--- src/rtl/uart_pkg.sv ---
// ============================================================================
// Module      : uart_pkg
// Description : Shared UART definitions for the receiver, the program loader
//               and any future transmitter: receiver state encoding, frame
//               data width, default line settings and a baud divisor helper.
// Ports       : none (package)
// Revision    : 1.0 - initial release
// ============================================================================
`default_nettype none
`timescale 1ns/1ps

package uart_pkg;

    localparam int UART_DATA_BITS     = 8;
    localparam int DEFAULT_CLK_HZ     = 100_000_000;
    localparam int DEFAULT_BAUD       = 115_200;
    localparam int DEFAULT_OVERSAMPLE = 16;

    typedef enum logic [2:0] {
        ST_IDLE   = 3'd0,
        ST_START  = 3'd1,
        ST_DATA   = 3'd2,
        ST_PARITY = 3'd3,
        ST_STOP   = 3'd4,
        ST_BREAK  = 3'd5
    } rx_state_e;

    // Clock cycles per oversample tick, truncated.
    function automatic int baud_div(input int clk_hz, input int baud, input int oversample);
        return clk_hz / (baud * oversample);
    endfunction

endpackage

`default_nettype wire

--- src/rtl/baud_tick_gen.sv ---
// ============================================================================
// Module      : baud_tick_gen
// Description : Divisor counter producing a one-cycle tick every DIV clocks.
//               While clear is high the counter is held at zero and no tick
//               is emitted, so the first tick after clear drops arrives
//               exactly DIV clocks later.
// Ports       : clk   - system clock
//               rst   - asynchronous active-low reset
//               clear - hold counter at zero, suppress tick
//               tick  - one-cycle pulse when the counter reaches DIV-1
// Revision    : 1.0 - initial release
// ============================================================================
`default_nettype none
`timescale 1ns/1ps

module baud_tick_gen
    import uart_pkg::*;
#(
    parameter int DIV = 54
) (
    input  logic clk,
    input  logic rst,
    input  logic clear,
    output logic tick
);

    localparam int             CW   = (DIV > 1) ? $clog2(DIV) : 1;
    localparam logic [CW-1:0]  LAST = CW'(DIV - 1);

    logic [CW-1:0] cnt;

    always_ff @(posedge clk or negedge rst) begin
        if (!rst) begin
            cnt <= '0;
        end else if (clear || (cnt == LAST)) begin
            cnt <= '0;
        end else begin
            cnt <= cnt + 1'b1;
        end
    end

    assign tick = !clear && (cnt == LAST);

endmodule

`default_nettype wire

--- src/rtl/uart_byte_rx.sv ---
// ============================================================================
// Module      : uart_byte_rx
// Description : Oversampling UART byte receiver (8N1, or 8E1 when the macro
//               UART_RX_PARITY_EN is defined). Synchronises rx, validates the
//               start bit at mid-bit, samples data/parity/stop at mid-bit and
//               presents bytes on a one-deep valid/ready holding register.
// Ports       : clk        - system clock
//               rst        - asynchronous active-low reset
//               rx         - raw serial input, idle high
//               data       - received byte, valid while valid=1
//               valid      - holding register full
//               ready      - consumer takes data when valid && ready
//               frame_err  - one-cycle pulse, stop bit sampled low
//               overrun    - one-cycle pulse, byte dropped (register full)
//               parity_err - one-cycle pulse, even-parity mismatch
// Revision    : 1.0 - initial release
// ============================================================================
`default_nettype none
`timescale 1ns/1ps

module uart_byte_rx
    import uart_pkg::*;
#(
    parameter int CLK_HZ     = DEFAULT_CLK_HZ,
    parameter int BAUD       = DEFAULT_BAUD,
    parameter int OVERSAMPLE = DEFAULT_OVERSAMPLE
) (
    input  logic                      clk,
    input  logic                      rst,
    input  logic                      rx,
    output logic [UART_DATA_BITS-1:0] data,
    output logic                      valid,
    input  logic                      ready,
    output logic                      frame_err,
    output logic                      overrun,
    output logic                      parity_err
);

    localparam int DIV = baud_div(CLK_HZ, BAUD, OVERSAMPLE);
    localparam int SCW = $clog2(OVERSAMPLE);
    localparam int BCW = $clog2(UART_DATA_BITS);

    // Start validation fires on the (OVERSAMPLE/2-1)th tick; the counter
    // reaches OVERSAMPLE/2-2 after the preceding tick.
    localparam logic [SCW-1:0] HALF_LAST = SCW'(OVERSAMPLE / 2 - 2);
    localparam logic [SCW-1:0] BIT_LAST  = SCW'(OVERSAMPLE - 1);
    localparam logic [BCW-1:0] DBIT_LAST = BCW'(UART_DATA_BITS - 1);

    rx_state_e                 state;
    logic                      rx_meta;
    logic                      rx_sync;
    logic                      tick;
    logic [SCW-1:0]            sample_cnt;
    logic [BCW-1:0]            bit_cnt;
    logic [UART_DATA_BITS-1:0] shift;

    always_ff @(posedge clk or negedge rst) begin
        if (!rst) begin
            rx_meta <= 1'b1;
            rx_sync <= 1'b1;
        end else begin
            rx_meta <= rx;
            rx_sync <= rx_meta;
        end
    end

    // Held in reset while idle so each frame's tick phase starts from the
    // detected start edge.
    baud_tick_gen #(
        .DIV   (DIV)
    ) u_tick (
        .clk   (clk),
        .rst   (rst),
        .clear (state == ST_IDLE),
        .tick  (tick)
    );

`ifdef UART_RX_PARITY_EN
    logic par_bad;
    logic parity_err_r;
    assign parity_err = parity_err_r;
`else
    assign parity_err = 1'b0;
`endif

    always_ff @(posedge clk or negedge rst) begin
        if (!rst) begin
            state      <= ST_IDLE;
            sample_cnt <= '0;
            bit_cnt    <= '0;
            shift      <= '0;
            data       <= '0;
            valid      <= 1'b0;
            frame_err  <= 1'b0;
            overrun    <= 1'b0;
`ifdef UART_RX_PARITY_EN
            par_bad      <= 1'b0;
            parity_err_r <= 1'b0;
`endif
        end else begin
            frame_err <= 1'b0;
            overrun   <= 1'b0;
`ifdef UART_RX_PARITY_EN
            parity_err_r <= 1'b0;
`endif
            // Drain first; a delivery later in this block overrides it.
            if (valid && ready) begin
                valid <= 1'b0;
            end

            case (state)
                ST_IDLE: begin
                    if (!rx_sync) begin
                        state      <= ST_START;
                        sample_cnt <= '0;
                    end
                end

                ST_START: begin
                    if (tick) begin
                        if (sample_cnt == HALF_LAST) begin
                            sample_cnt <= '0;
                            bit_cnt    <= '0;
                            state      <= rx_sync ? ST_IDLE : ST_DATA;
                        end else begin
                            sample_cnt <= sample_cnt + 1'b1;
                        end
                    end
                end

                ST_DATA: begin
                    if (tick) begin
                        if (sample_cnt == BIT_LAST) begin
                            sample_cnt <= '0;
                            shift      <= {rx_sync, shift[UART_DATA_BITS-1:1]};
                            if (bit_cnt == DBIT_LAST) begin
`ifdef UART_RX_PARITY_EN
                                state <= ST_PARITY;
`else
                                state <= ST_STOP;
`endif
                            end else begin
                                bit_cnt <= bit_cnt + 1'b1;
                            end
                        end else begin
                            sample_cnt <= sample_cnt + 1'b1;
                        end
                    end
                end

`ifdef UART_RX_PARITY_EN
                ST_PARITY: begin
                    if (tick) begin
                        if (sample_cnt == BIT_LAST) begin
                            sample_cnt <= '0;
                            par_bad    <= (rx_sync != ^shift);
                            state      <= ST_STOP;
                        end else begin
                            sample_cnt <= sample_cnt + 1'b1;
                        end
                    end
                end
`endif

                ST_STOP: begin
                    if (tick) begin
                        if (sample_cnt == BIT_LAST) begin
                            sample_cnt <= '0;
                            if (!rx_sync) begin
                                frame_err <= 1'b1;
                                state     <= ST_BREAK;
                            end else begin
                                state <= ST_IDLE;
`ifdef UART_RX_PARITY_EN
                                if (par_bad) begin
                                    parity_err_r <= 1'b1;
                                end else
`endif
                                if (valid && !ready) begin
                                    overrun <= 1'b1;
                                end else begin
                                    data  <= shift;
                                    valid <= 1'b1;
                                end
                            end
                        end else begin
                            sample_cnt <= sample_cnt + 1'b1;
                        end
                    end
                end

                // A line held low after a framing error reports once only.
                ST_BREAK: begin
                    if (rx_sync) begin
                        state <= ST_IDLE;
                    end
                end

                default: begin
                    state <= ST_IDLE;
                end
            endcase
        end
    end

endmodule

`default_nettype wire
--- config.mk ---
export PLATFORM = sky130hd
export DESIGN_NAME = uart_byte_rx
export DESIGN_NICKNAME = d
export VERILOG_FILES = /design/src/rtl/uart_pkg.sv /design/src/rtl/baud_tick_gen.sv /design/src/rtl/uart_byte_rx.sv
export SDC_FILE = /design/constraint.sdc
export NUM_CORES = 1
export LEC_CHECK = 0
export CORE_MARGIN = 4
export CORE_UTILIZATION = 56
export DETAILED_ROUTE_END_ITERATION = 12
export GPL_TIMING_DRIVEN = 0
export HOLD_SLACK_MARGIN = 0.02
export PLACE_DENSITY = 0.78
export SLEW_MARGIN = 40
export SYNTH_ARGS = -nofsm -noshare
export SYNTH_HDL_FRONTEND = slang
export SYNTH_HIERARCHICAL = 1
export SYNTH_SLANG_ARGS = --single-unit
--- constraint.sdc ---
create_clock -name clk -period 2.6 [get_ports clk]
set_input_delay 0.26 -clock clk [delete_from_list [all_inputs] [get_ports clk]]
set_output_delay 0.26 -clock clk [all_outputs]
set_load 0.005 [all_outputs]
# [Word-level counts from Yosys, hierarchy flattened]
# Index checks and enable logic that the tools add are counted.
[totals] ff_bits=37 in_bits=4 word_cells=89
[classes] add_sub_neg=3 n_eq_ne=19 n_mux=40 n_bitwise=1 n_reduce_logical=15
[ops] cell="2-to-1 mux 3 bit" n=15
[ops] cell="2-to-1 mux 4 bit" n=5
[ops] cell="inequality test 2 bit (second input constant)" n=10
[ops] cell="2-to-1 mux 1 bit" n=15
[ops] cell="case mux 3 bit (5 select lines)" n=1
[ops] cell="case mux 4 bit (3 select lines)" n=1
[ops] cell="== test 3 bit (second input constant)" n=3
[ops] cell="AND reduction 9 bit" n=1
[ops] cell="adder 6 x 1 -> 6 bit (second input constant)" n=1
[ops] cell="== test 6 bit (second input constant)" n=1
[ops] cell="2-to-1 mux 6 bit" n=1
[ops] cell="case mux 3 bit (2 select lines)" n=1
[ops] cell="AND reduction 6 bit" n=1
[ops] cell="AND reduction 5 bit" n=1
[ops] cell="adder 4 x 1 -> 4 bit (second input constant)" n=1
[ops] cell="== test 4 x 3 -> 1 bit (second input constant)" n=1
[ops] cell="== test 4 bit (second input constant)" n=1
[ops] cell="AND reduction 4 bit" n=1
[ops] cell="adder 3 x 1 -> 3 bit (second input constant)" n=1
[ops] cell="== test 3 x 1 -> 1 bit (second input constant)" n=1
[ops] cell="== test 3 x 2 -> 1 bit (second input constant)" n=1
[ops] cell="logical AND 1 bit" n=3
[ops] cell="logical NOT 3 bit" n=1
[ops] cell="AND reduction 3 bit" n=1
[ops] cell="other kinds (8)" n=9

# [Depth between registers and ports, before layout]
[depth] depth_word=7 depth_mapped=9 ltp_nobuf=9

# [Modules after synthesis]
# The synthesis kept the hierarchy.
[modules_own_cells] mod="uart_byte_rx" n_inst=1 cells_per_inst=128 area_per_inst_um2=1556.5 seq_area_each_um2=778.2
[modules_own_cells] mod="baud_tick_gen" n_inst=1 cells_per_inst=27 area_per_inst_um2=290.3 seq_area_each_um2=150.1

# [Worst setup path before layout]
# Ideal clock, no wire load.
[synth_path] path_type="flip-flop to flip-flop" from="reg u_tick.cnt[1]" to="reg data[0]" setup_ns=0.125 t_arrival_ns=1.691 t_required_ns=2.475 path_slack_ns=0.784 stages_incl_launch_ff=9 path_buffers=0 synth_period_minus_slack_ns=1.816 path_cell_list="dfrtp_1 inv_1 ha_1 nand4_1 nor2_1 nand2_2 nor2_4 nand3_4 mux2_4"
[synth_between] elab_chain_len=3
[synth_lines] element="from (decl)" line="baud_tick_gen.sv:30" rtl="logic [CW-1:0] cnt;"
[synth_lines] element="from (signal assigned)" line="baud_tick_gen.sv:38" rtl="cnt <= cnt + 1'b1;"
[synth_lines] element="== test 6 bit" line="baud_tick_gen.sv:42" rtl="assign tick = !clear && (cnt == LAST);"
[synth_lines] element="logical AND 1 bit" line="baud_tick_gen.sv:42"
[synth_lines] element="via tick" line="uart_byte_rx.sv:52" rtl="logic tick;"
[synth_lines] element="AND reduction 5 bit (no line)"
[synth_lines] element="to (signal assigned)" line="uart_byte_rx.sv:182" rtl="data <= shift;"
[synth_lines] element="to (decl)" line="uart_byte_rx.sv:31" rtl="output logic [UART_DATA_BITS-1:0] data,"
# The timed path passes the listed nets, and every way through them passes these cells.
# A chain may end at the register's enable or synchronous reset.

# [Worst setup path after layout]
[layout_path] from="reg state[2]" to="reg sample_cnt[2]"
[layout_between] elab_chain_len=5
[layout_lines] element="from (decl)" line="uart_byte_rx.sv:49" rtl="rx_state_e state;"
[layout_lines] element="from (signal assigned)" line="uart_byte_rx.sv:124" rtl="state <= rx_sync ? ST_IDLE : ST_DATA;"
[layout_lines] element="logical NOT 3 bit (*)" line="uart_byte_rx.sv:74" rtl=".clear (state == ST_IDLE),"
[layout_lines] element="logical NOT 1 bit (*)" line="baud_tick_gen.sv:42"
[layout_lines] element="logical AND 1 bit (*)" line="baud_tick_gen.sv:42"
[layout_lines] element="via tick" line="uart_byte_rx.sv:52"
[layout_lines] element="inequality test 2 x 1 -> 1 bit (no line) or inequality test 2 bit (tied branches)"
[layout_lines] element="AND reduction 4 bit (no line) (*)"
[layout_lines] element="to (signal assigned)" line="uart_byte_rx.sv:126" rtl="sample_cnt <= sample_cnt + 1'b1;"
[layout_lines] element="to (signal assigned)" line="uart_byte_rx.sv:146" rtl="sample_cnt <= sample_cnt + 1'b1;"
[layout_lines] element="to (signal assigned)" line="uart_byte_rx.sv:187" rtl="sample_cnt <= sample_cnt + 1'b1;"
[layout_lines] element="to (decl)" line="uart_byte_rx.sv:53" rtl="logic [SCW-1:0] sample_cnt;"
# Mark *: on every way through the listed nets, which the timed path passes. The rest lies on a longest branch.

==> flow_summary_export.csv <==
group,metric,value,unit
run_status,outcome,"complete, no violations",
timing,period_needed,2.09,ns
finish,drive_above_1_share,27.9,%
synth,synth_top_family_by_area,"simple AND/OR/NAND/NOR gates",
clock_network,clk_latency,0.35,ns
worst_setup_path,crit_fanout,10,
worst_hold_path,hp-class,"in2reg",
finish,n_antenna_cell,0,
synth,syn_avg_cell_area,11.9,um2
worst_setup_path,path_class,"reg2reg",
floorplanning,rows,20,
grt,gr-total-overflow,0,
grt,gr-usage-all-layers,17.1,%
timing,fin_skew,0.0114,ns
clock_network,cts_tree,"built",
synth,synth_area,1850,um2
synth,synth-async-reset-ratio,100,%
floorplanning,die_w,65.4,um
synth,yosysSeqAreaShare,50.3,%
worst_setup_path,cp.arrival,2.32,ns
place,place_congestion,0.860,
finish,fill_cells,263,
timing,fmax,479,MHz
floorplanning,ios,16,
synth,synthAdderAreaFrac,4.07,%
synth,ys_types,50,
place,port_buffers,14,
clock_network,cts_sinks,37,
synth,synth_simple_gate_area_share,16.5,%
synth,synth_flop_cell,"dfrtp_1",
synth,syn-num-nets,165,
pwr,ir_worst_vdd,0.000347,V
timing,drv_slew,0,
pwr,p_per_area,421,nW/um2
pwr,power_leakage,1.01,nW
floorplanning,initial_core_util,59.5,%
synth,ys_warn_count,6,
drt,via_per_inst,5.35,
finish,final_util,68.6,%
synth,synth-xor-area-share,1.42,%
floorplanning,die-area,4280,um2
synth,synthMuxAreaShare,13.3,%
place,dp_cells,214,
grt,grt_start_max_net_pins,27,
drt,drt-pass1-iter-count,4,
flow_run,maxCapViolCount,0,
drt,via_count,1192,
finish,nets,188,
timing,hold_viol_final,0,
drt,drtIter0Drc,33,
worst_setup_path,start_kind,"register",
clock_network,h-tree-depth,2,
synth,synth_seq_cells,37,
synth,synth-compound-area-share,10.3,%
worst_setup_path,cp.required,2.83,ns
finish,synthToLayoutAreaGrowth,15.3,%
floorplanning,chipHeight,65.4,um
synth,synth-edff-count,0,
finish,final_cells,223,
floorplanning,core,3100,um2
worst_setup_path,critPathSlowestCell,"dfrtp_1",
timing,setup_viol,0,
place,hpwlAfterDp,2400,um
worst_setup_path,critPathMaxStageDelay,0.44,ns
drt,ant_nets,0,
clock_network,root_buffer,"clkbuf_4",
worst_setup_path,end_kind,"register",
timing,rsz0062_at_grt,"false",
grt,antenna_found_initial,0,
drt,wl_per_cell,14.2,um
clock_network,cts_made_buffers,5,
synth,syn-instance-count,155,
timing,fin_crit_sh,80.4,%
drt,drt-total-wl,3170,um
clock_network,clkTransAtPathRegs,0.11,ns
worst_setup_path,cp_cell_sequence,"buf_2 -> nor3_1 -> nor2_1 -> nand2b_1 -> a21oi_1 -> a21oi_2 -> o21bai_1 -> a22o_1",
timing,setup_tns,0,ns
drt,drc,0,
worst_setup_path,reg2reg_slack,0.51,ns
grt,grt_pass1_vias,1289,
grt,grt_pass1_wl,5560,um
clock_network,clk_path_buf_depth,2,
synth_stat cells (3+ instances only):
cell type   n  share of area, %
a21oi_1     4               1.1
inv_1       6               1.2
nor2b_1     3               1.0
nor3_1      3              0.81
mux2_2      8               4.9
nor2_1     16               3.3
buf_6       3               1.8
dfrtp_1    35                47
nand2b_1    3               1.0
mux2_4      9               7.3
nand3_1     3              0.81
ha_1        6               4.1
o21ai_0     4               1.1
nand2_1    10               2.0
flip-flops by register name, indices dropped and copies added, names as in the netlist:
| register | flops |
|---|---|
| valid | 1 |
| shift | 8 |
| sample_cnt | 4 |
| bit_cnt | 3 |
| u_tick/cnt | 6 |
| overrun | 1 |
| data | 8 |
| rx_meta | 1 |
| rx_sync | 1 |
| frame_err | 1 |
| state | 3 |
worst paths after layout:
kind                          start             to  cells after the start
max                        state[2]  sample_cnt[2]                      8
min                              rx        rx_meta                      1
max reg2reg                state[2]  sample_cnt[2]                      8
min reg2reg                 rx_meta        rx_sync                      0
max in group asynchronous       rst        rx_meta                      3
min in group asynchronous       rst     bit_cnt[2]                      2
stage by stage:
stage                     worst slack [ns]  area [um2]  power [mW]  hold slack, ns
after floorplan                      0.784        1850       0.595         -0.0356
after global placement               0.494        2040       0.611           0.346
after detailed placement             0.559        2060       0.617           0.179
after CTS                            0.547        2130       0.910           0.300
after global routing                 0.357        2130       0.943           0.309
final                                0.510        2130       0.898           0.317
cell type report:
class	instances	area, um2	share of cell area, %
Sequential cell	37	928	43.6
Multi-Input combinational cell	106	845	39.7
Timing Repair Buffer	16	173	8.11
Tap cell	44	55.1	2.59
Buffer	6	51.3	2.41
Clock buffer	5	37.5	1.76
Inverter	6	22.5	1.06
Clock inverter	3	17.5	0.823
worst max-delay path: cells and delay by family (launching register included):
family          cells  cell delay (ns)
compound gates      4             0.71
simple gates        3             0.58
flops               1             0.44
buf+inv             1             0.24
logic make-up after synthesis:
| logic type | count (synthesis) |
|---|---|
| DFF | 37 |
| other | 1 |
| muxes | 19 |
| AOI/OAI and AO/OA | 24 |
| adders and majority gates | 6 |
| xor gates and xnor gates | 3 |
| and+or+nand+nor | 53 |
| buffers and inverters | 12 |
metal layers:
metal,vias up,track usage [%],wire length [um]
li1,582,-,-
met1,577,20.3,1360
met2,25,29.5,1630
met3,8,4.10,119
met4,0,7.25,63
met5,-,0,0
cells in the final DEF, fill, tap and decap left out, drive strengths merged, types with 2 or more instances in the layout:
cell	instances
dfrtp	35
nor2	19
mux2	17
clkdlybuf4s50	13
nand2	11
buf	8
inv	6
ha	6
a21oi	6
clkbuf	5
o21ai	5
nand3	5
nor3	4
nand2b	4
nor2b	3
mux2i	2
clkinv	2
dfstp	2
xor2	2
or3b	2
o41ai	2
report_power, final:
part	internal, mW	switching (mW)
clock	0.102	0.190
sequential	0.578	0.000343
combinational	0.0109	0.0162
total	0.691	0.207
repair_timing:
item                                   in CTS  in global routing
gates resized for setup                     0                  0
hold buffers                                1                  0
endpoints found under the hold margin      11                  0
setup endpoints to repair                   0                  0
setup buffers                               0                  0
Power figures use the tool's default switching activity.
==> RTL change 1, RTL diff (config.mk and constraints unchanged) <==
`UART_DATA_BITS`: 8 -> 4.
--- a/src/rtl/uart_pkg.sv
+++ b/src/rtl/uart_pkg.sv
@@ -11,7 +11,7 @@
 
 package uart_pkg;
 
-    localparam int UART_DATA_BITS     = 8;
+    localparam int UART_DATA_BITS     = 4;
     localparam int DEFAULT_CLK_HZ     = 100_000_000;
     localparam int DEFAULT_BAUD       = 115_200;
     localparam int DEFAULT_OVERSAMPLE = 16;
Interface: changed (resized data); port bits go from 16 to 12. The function was not compared with the original's and may differ.
==> RTL change 1 against the unedited design <==
  * Sequential cell count shrank 9
  * Sequential share of layout area shrank 2.0 points
  * Largest power group unchanged
  * Via count shrank 13%
  * Combinational power shrank 33%
  * Wire length shrank 21%
  * Hold slack gained 13 ps
  * Setup slack lost 250 ps
  * Final area shrank 21%
  * Critical path depth is the same
  * Synthesized area shrank 19%
  * Power shrank 18%
  * Global-route usage shrank 1.6 points
==> RTL change 1: results (changes against the unedited design) <==
Layout
The top register by number of flip-flops is u_tick/cnt. The fraction of layout cells with a size suffix above 1 is 0.2431 (-0.03627). The non-clock inverter total of the final layout is 8 (+2).

The number of clock buffers in the layout was 3 (-2). The count of nets after finishing is 154 (-18%). The diode insertion count for antenna repair is 0 (unchanged). The total number of multi-input combinational cells was 88 (-17%). The fraction of area in clock buffers and inverters is 0.03109 (+0.005236). The share of cell area taken by flip-flops and latches is 0.4160 (-0.01997).

The relative area of non-clock buffer cells in the final design came to 0.08660 (-0.01857). The area used by multi-input combinational logic is 720.7 sq um (-15%). The final-layout fill cell count is 206 (-22%). The layout buffer count excluding clock buffers is 16 (-27%).

Logic synthesis
The warning count from the yosys run is 6 (unchanged). The dominant synthesized flop cell is dfrtp_1. The complex-gate fraction of the synthesized area is 0.1565 (+0.05350).

The parity-gate share of the synthesized area counting xor and xnor cells is 0.02343 (+0.009203). The sequential fraction of the synthesis area was 0.4703 (-0.03242). After synthesis, the most frequently instantiated cells are 26 x dfrtp_1, 11 x nor2_1, 8 x mux2_2. By area the synthesized netlist is led by dfrtp_1 44%, mux2_2 6.0%, ha_1 4.2%. The per-instance average area after synthesis was 11.59 sq um (-2.7%). The share of cell area taken by muxes after synthesis is 0.06025 (-0.07254). The distinct cell type count of the synthesized netlist came to 54 (+8.0%).

The area share of fa/ha/maj cells after synthesis is 0.04184 (+0.001191). The synthesized netlist net count is 138 (-16%).

CTS
The clock sink count came to 28 (-24%). The number of buffers between clock root and the deepest sink is 2 (unchanged). The depth of the CTS H-tree was 1 (-1). The clock-pin slew on the worst setup and hold paths is 140 ps (+30 ps). The clock latency reported for the late side of the worst-skew pair is 320 ps (-30 ps).

Route
The detailed-route wire length is 2514 um (-21%). The post-detailed-route via-to-cell ratio is 5.948 (+11%). The final antenna-violating net count came to 0 (unchanged). The first-pass iteration count of the detailed router is 4 (unchanged). The violation count after the first detailed-routing iteration came to 41 (+24%). The per-cell routed wire length is 14.45 um (+1.5%).

Global route
The first-pass GRT wire length was 4340 um (-22%). The initial antenna violation count was 0 (unchanged). The global-route total usage across every layer is 0.1555 (-0.01566).

The pin count of the biggest net entering global routing is 29 (+7.4%). The via count of the first global-routing pass is 1,011 (-22%).

Setup path
The highest net fanout along the worst path is 5 (-5). The arrival time of data at the critical path endpoint is 2550 ps (+230 ps).

Place
The post-placement cell count is 169 (-21%). The port buffer count is 10 (-4). The routability-driven placement congestion ratio was 0.8450 (-1.8%). The HPWL reported at the end of detailed placement came to 1908 um (-21%).

Power and ir drop
The reported leakage power is 0.7526 nW (-25%). The highest ir drop seen on vdd is 0.4057 mV (+17%).

Timing
The number of setup violations in the final report was 0 (unchanged). Headroom to the max-slew limit came out at 0.5947. The clock skew was 13.37 ps (+1.961 ps).

Worst hold path
The path type of the worst min-delay path is in2reg.

Status
The flow ran to the end, and the final reports show no timing, DRC or antenna violations.
RTL change 1: worst paths after layout:
kind,startpoint,endpoint,slack [ps],cells past startpoint
max,u_tick/cnt[1],sample_cnt[3],260,8
min,rx,rx_meta,330,1
max reg2reg,u_tick/cnt[1],sample_cnt[3],260,8
min reg2reg,rx_meta,rx_sync,350,0
max in group asynchronous,rst,u_tick/cnt[2],1740,2
min in group asynchronous,rst,state[1],450,2
RTL change 1: power by group:
| group | internal (W) | switching [W] | leakage (nW) | total, W |
|---|---|---|---|---|
| clock | 0.000156 | 0.000124 | 0.0279 | 0.000279 |
| combinational | 0.00000638 | 0.0000119 | 0.355 | 0.0000183 |
| sequential | 0.000438 | 0.000000442 | 0.369 | 0.000439 |
RTL change 1: critical path, cell delays in order (launching register included):
cell and delay [ps]:
dfrtp_1 440, inv_1 80, ha_1 180, nand4_1 90, nor2_1 410, inv_1 170, o31a_1 390, and2_4 190
a211o_1 290
RTL change 1: what timing repair did:
item,CTS,global route
hold buffers,1,0
hold endpoints to repair,26,0
resized for setup,0,0
RTL change 1: through the flow:
stage / worst slack, ps / power, W / hold slack, ps / area (sq um)
after floorplan: 653.3 / 0.0004518 / -35.59 / 1495
after detailed placement: 285.0 / 0.0004649 / 306.2 / 1628
after CTS: 262.0 / 0.0007453 / 317.4 / 1690
after global routing: 188.3 / 0.0007648 / 314.7 / 1690
after global placement: 402.2 / 0.0004650 / 346.1 / 1633
final: 262.2 / 0.0007366 / 329.6 / 1690
RTL change 1: routing by layer:
metal | routed length (um) | part of all wire | GRT usage | up-vias
li1 | - | - | - | 497
met1 | 1169 | 0.46 | 0.2133 | 504
met2 | 1198 | 0.48 | 0.2454 | 28
met3 | 105 | 0.042 | 0.02808 | 6
met4 | 40 | 0.016 | 0.05696 | 0
met5 | 0 | 0 | 0 | -
==> RTL change 2, RTL diff (same flow settings) <==
Made on the original files. Register the input `rx` before use, cleared by the reset. The logic sees it one clock later. The other inputs are not delayed to match.
--- a/src/rtl/uart_byte_rx.sv
+++ b/src/rtl/uart_byte_rx.sv
@@ -46,6 +46,16 @@
     localparam logic [SCW-1:0] BIT_LAST  = SCW'(OVERSAMPLE - 1);
     localparam logic [BCW-1:0] DBIT_LAST = BCW'(UART_DATA_BITS - 1);
 
+    logic rx_q;
+
+    always_ff @(posedge clk or negedge rst) begin
+        if (!rst) begin
+            rx_q <= '0;
+        end else begin
+            rx_q <= rx;
+        end
+    end
+
     rx_state_e                 state;
     logic                      rx_meta;
     logic                      rx_sync;
@@ -59,7 +69,7 @@
             rx_meta <= 1'b1;
             rx_sync <= 1'b1;
         end else begin
-            rx_meta <= rx;
+            rx_meta <= rx_q;
             rx_sync <= rx_meta;
         end
     end
Formal check against the unedited RTL: same outputs for any inputs over 10 cycles, from zero or initial values and one cycle with rst low; that may be too few to reach the edited logic, so the function may still have changed.
==> RTL change 2 against the unedited design <==
  * Die area rose by 1.2%
  * Power is 4.3% higher
  * Setup slack worse by 76 ps
  * Final area is 1.2% higher
  * Sequential cell count up 1
  * Synthesized area rose by 1.4%
  * Global-route usage is essentially flat
  * Non-clock buffer count unchanged
  * Wire length is 3.1% higher
==> RTL change 2: results (changes against the unedited design) <==
Status
The run finished with clean final reports.

Power and ir drop
The reported leakage power is 1.019 nW (+1.2%). The highest ir drop seen on vdd came to 0.3916 mV (+13%). The internal power of the cells is 0.0007341 W (+6.3%).

Route
The violation count after the first detailed-routing iteration is 48 (+45%). The detailed-route wire length is 3272 um (+3.1%). The total vias in the final route was 1,215 (+1.9%).

Timing
The post-layout worst setup margin was 433.7 ps (-76.48 ps). The clock skew was 11.21 ps (-0.2062 ps).

Global route
The global-route total usage across every layer came to 0.1715 (+0.0003658). The first-pass GRT wire length is 5761 um (+3.6%). The pin count of the biggest net entering global routing came to 28 (+3.7%).

The via count of the first global-routing pass was 1,303 (+1.1%).

Layout
The count of nets after finishing is 189 (+0.53%). The final-layout fill cell count came to 228 (-13%). In the final layout, the registers with the most flip-flops are data: 8 flops, shift: 8 flops, u_tick/cnt: 6 flops.

The fraction of layout cells with a size suffix above 1 came to 0.2778 (-0.001552).

Setup path
The arrival time of data at the critical path endpoint came to 2390 ps (+70 ps). The source of the worst register-to-register timing path is state[2]. The count of cells along the worst register-to-register path is 8 (unchanged).

Logic synthesis
The synthesized netlist net count is 166 (+0.61%). The sequential fraction of the synthesis area came to 0.5094 (+0.006648). In the synthesized netlist the dominant register cell turns out to be dfrtp_1. In the post-synthesis netlist, the biggest area contributors are dfrtp_1 48%, mux2_4 7.2%, mux2_2 4.8%.

The distinct cell type count of the synthesized netlist is 50 (unchanged). Counting instances in the post-synthesis netlist gives the leading cell types as 36 x dfrtp_1, 16 x nor2_1, 10 x nand2_1.

Worst hold path
The min-delay analysis places its worst path in the category in2async.

Place
The routability-driven placement congestion ratio is 0.8553 (-0.57%). The HPWL reported at the end of detailed placement was 2491 um (+3.6%). The worst slack at placement came to 524.5 ps (-34.61 ps). The port buffer count is 14 (unchanged).

CTS
The clock latency reported for the late side of the worst-skew pair is 330 ps (-20 ps). The number of buffers between clock root and the deepest sink was 2 (unchanged). The clock-pin slew on the worst setup and hold paths is 110 ps (about the same). The number of buffers added for setup after CTS is 0 (unchanged).

Die
The die span in x is 65.82 um (+0.60%).
RTL change 2: cell types whose count changed after synthesis:
cell / change
dfrtp_1: +1
RTL change 2: logic make-up (layout without fill, tap and decap cells):
kind of cell               Yosys count  in the layout  synth area share
buffers and inverters               12             36           0.03944
AOI/OAI and AO/OA                   24             24            0.1016
and+or+nand+nor                     53             53            0.1624
xor gates and xnor gates             3              3           0.01404
DFF                                 38             38            0.5094
adders and majority gates            6              6           0.04011
other                                1              1          0.002003
muxes                               19             19            0.1310
RTL change 2: critical path: stages, from the launching register on:
cell and delay [ps]:
dfrtp_1 430, buf_2 230, nor3_1 80, nor2_1 400
nand2b_1 210, a21oi_1 190, a21oi_2 110, o21bai_1 180
a22o_1 220
RTL change 2: worst max-delay path by stage:
| stage | start | to | cells after the start |
|---|---|---|---|
| 6_report | state[2] | sample_cnt[2] | 8 |
| 4_1_cts | state[2] | sample_cnt[2] | 8 |
| 5_1_grt | state[2] | sample_cnt[2] | 8 |
| 3_3_place_gp | rst | shift[5] | 1 |
| 3_5_place_dp | u_tick/cnt[1] | data[1] | 8 |
| 2_1_floorplan | u_tick/cnt[1] | data[0] | 8 |
RTL change 2: metal layers:
| layer | global-route usage | vias to the layer above | routed length, um | part of all wire |
|---|---|---|---|---|
| li1 | - | 591 | - | - |
| met1 | 0.2081 | 578 | 1378 | 0.42 |
| met2 | 0.3054 | 36 | 1688 | 0.52 |
| met3 | 0.03741 | 10 | 155 | 0.047 |
| met4 | 0.04663 | 0 | 51 | 0.016 |
| met5 | 0 | - | 0 | 0 |
RTL change 2: through the flow:
stage	hold slack [ps]	instances	instance area, sq um	power (W)
2_1_floorplan	-35.59	156	1872	0.0006119
3_3_place_gp	337.9	214	2067	0.0006280
3_5_place_dp	161.9	215	2082	0.0006319
4_1_cts	337.6	224	2156	0.0009470
5_1_grt	348.1	224	2156	0.0009724
6_report	330.9	224	2156	0.0009363
RTL change 2: final cells by class:
cell class                      instances  area (sq um)  share of cell area
Timing Repair Buffer                   16         165.2             0.07661
Multi-Input combinational cell        106         844.6              0.3918
Inverter                                6         22.52             0.01045
Buffer                                  6         51.30             0.02380
Clock buffer                            6         51.30             0.02380
Clock inverter                          2         12.51            0.005804
Tap cell                               44         55.05             0.02554
Sequential cell                        38         953.4              0.4423
RTL change 2: timing repair:
item	CTS	global route
endpoints found under the hold margin	11	0
gates resized for setup	0	0
hold buffers	1	0
RTL change 2: power groups by stage:
stage,logic (W),clock network (W),registers [W]
2_1_floorplan,0.00000566,0,0.000606
5_1_grt,0.0000297,0.000347,0.000595
3_3_place_gp,0.0000218,0,0.000606
4_1_cts,0.0000268,0.000325,0.000595
6_report,0.0000257,0.000316,0.000595
3_5_place_dp,0.0000256,0,0.000606
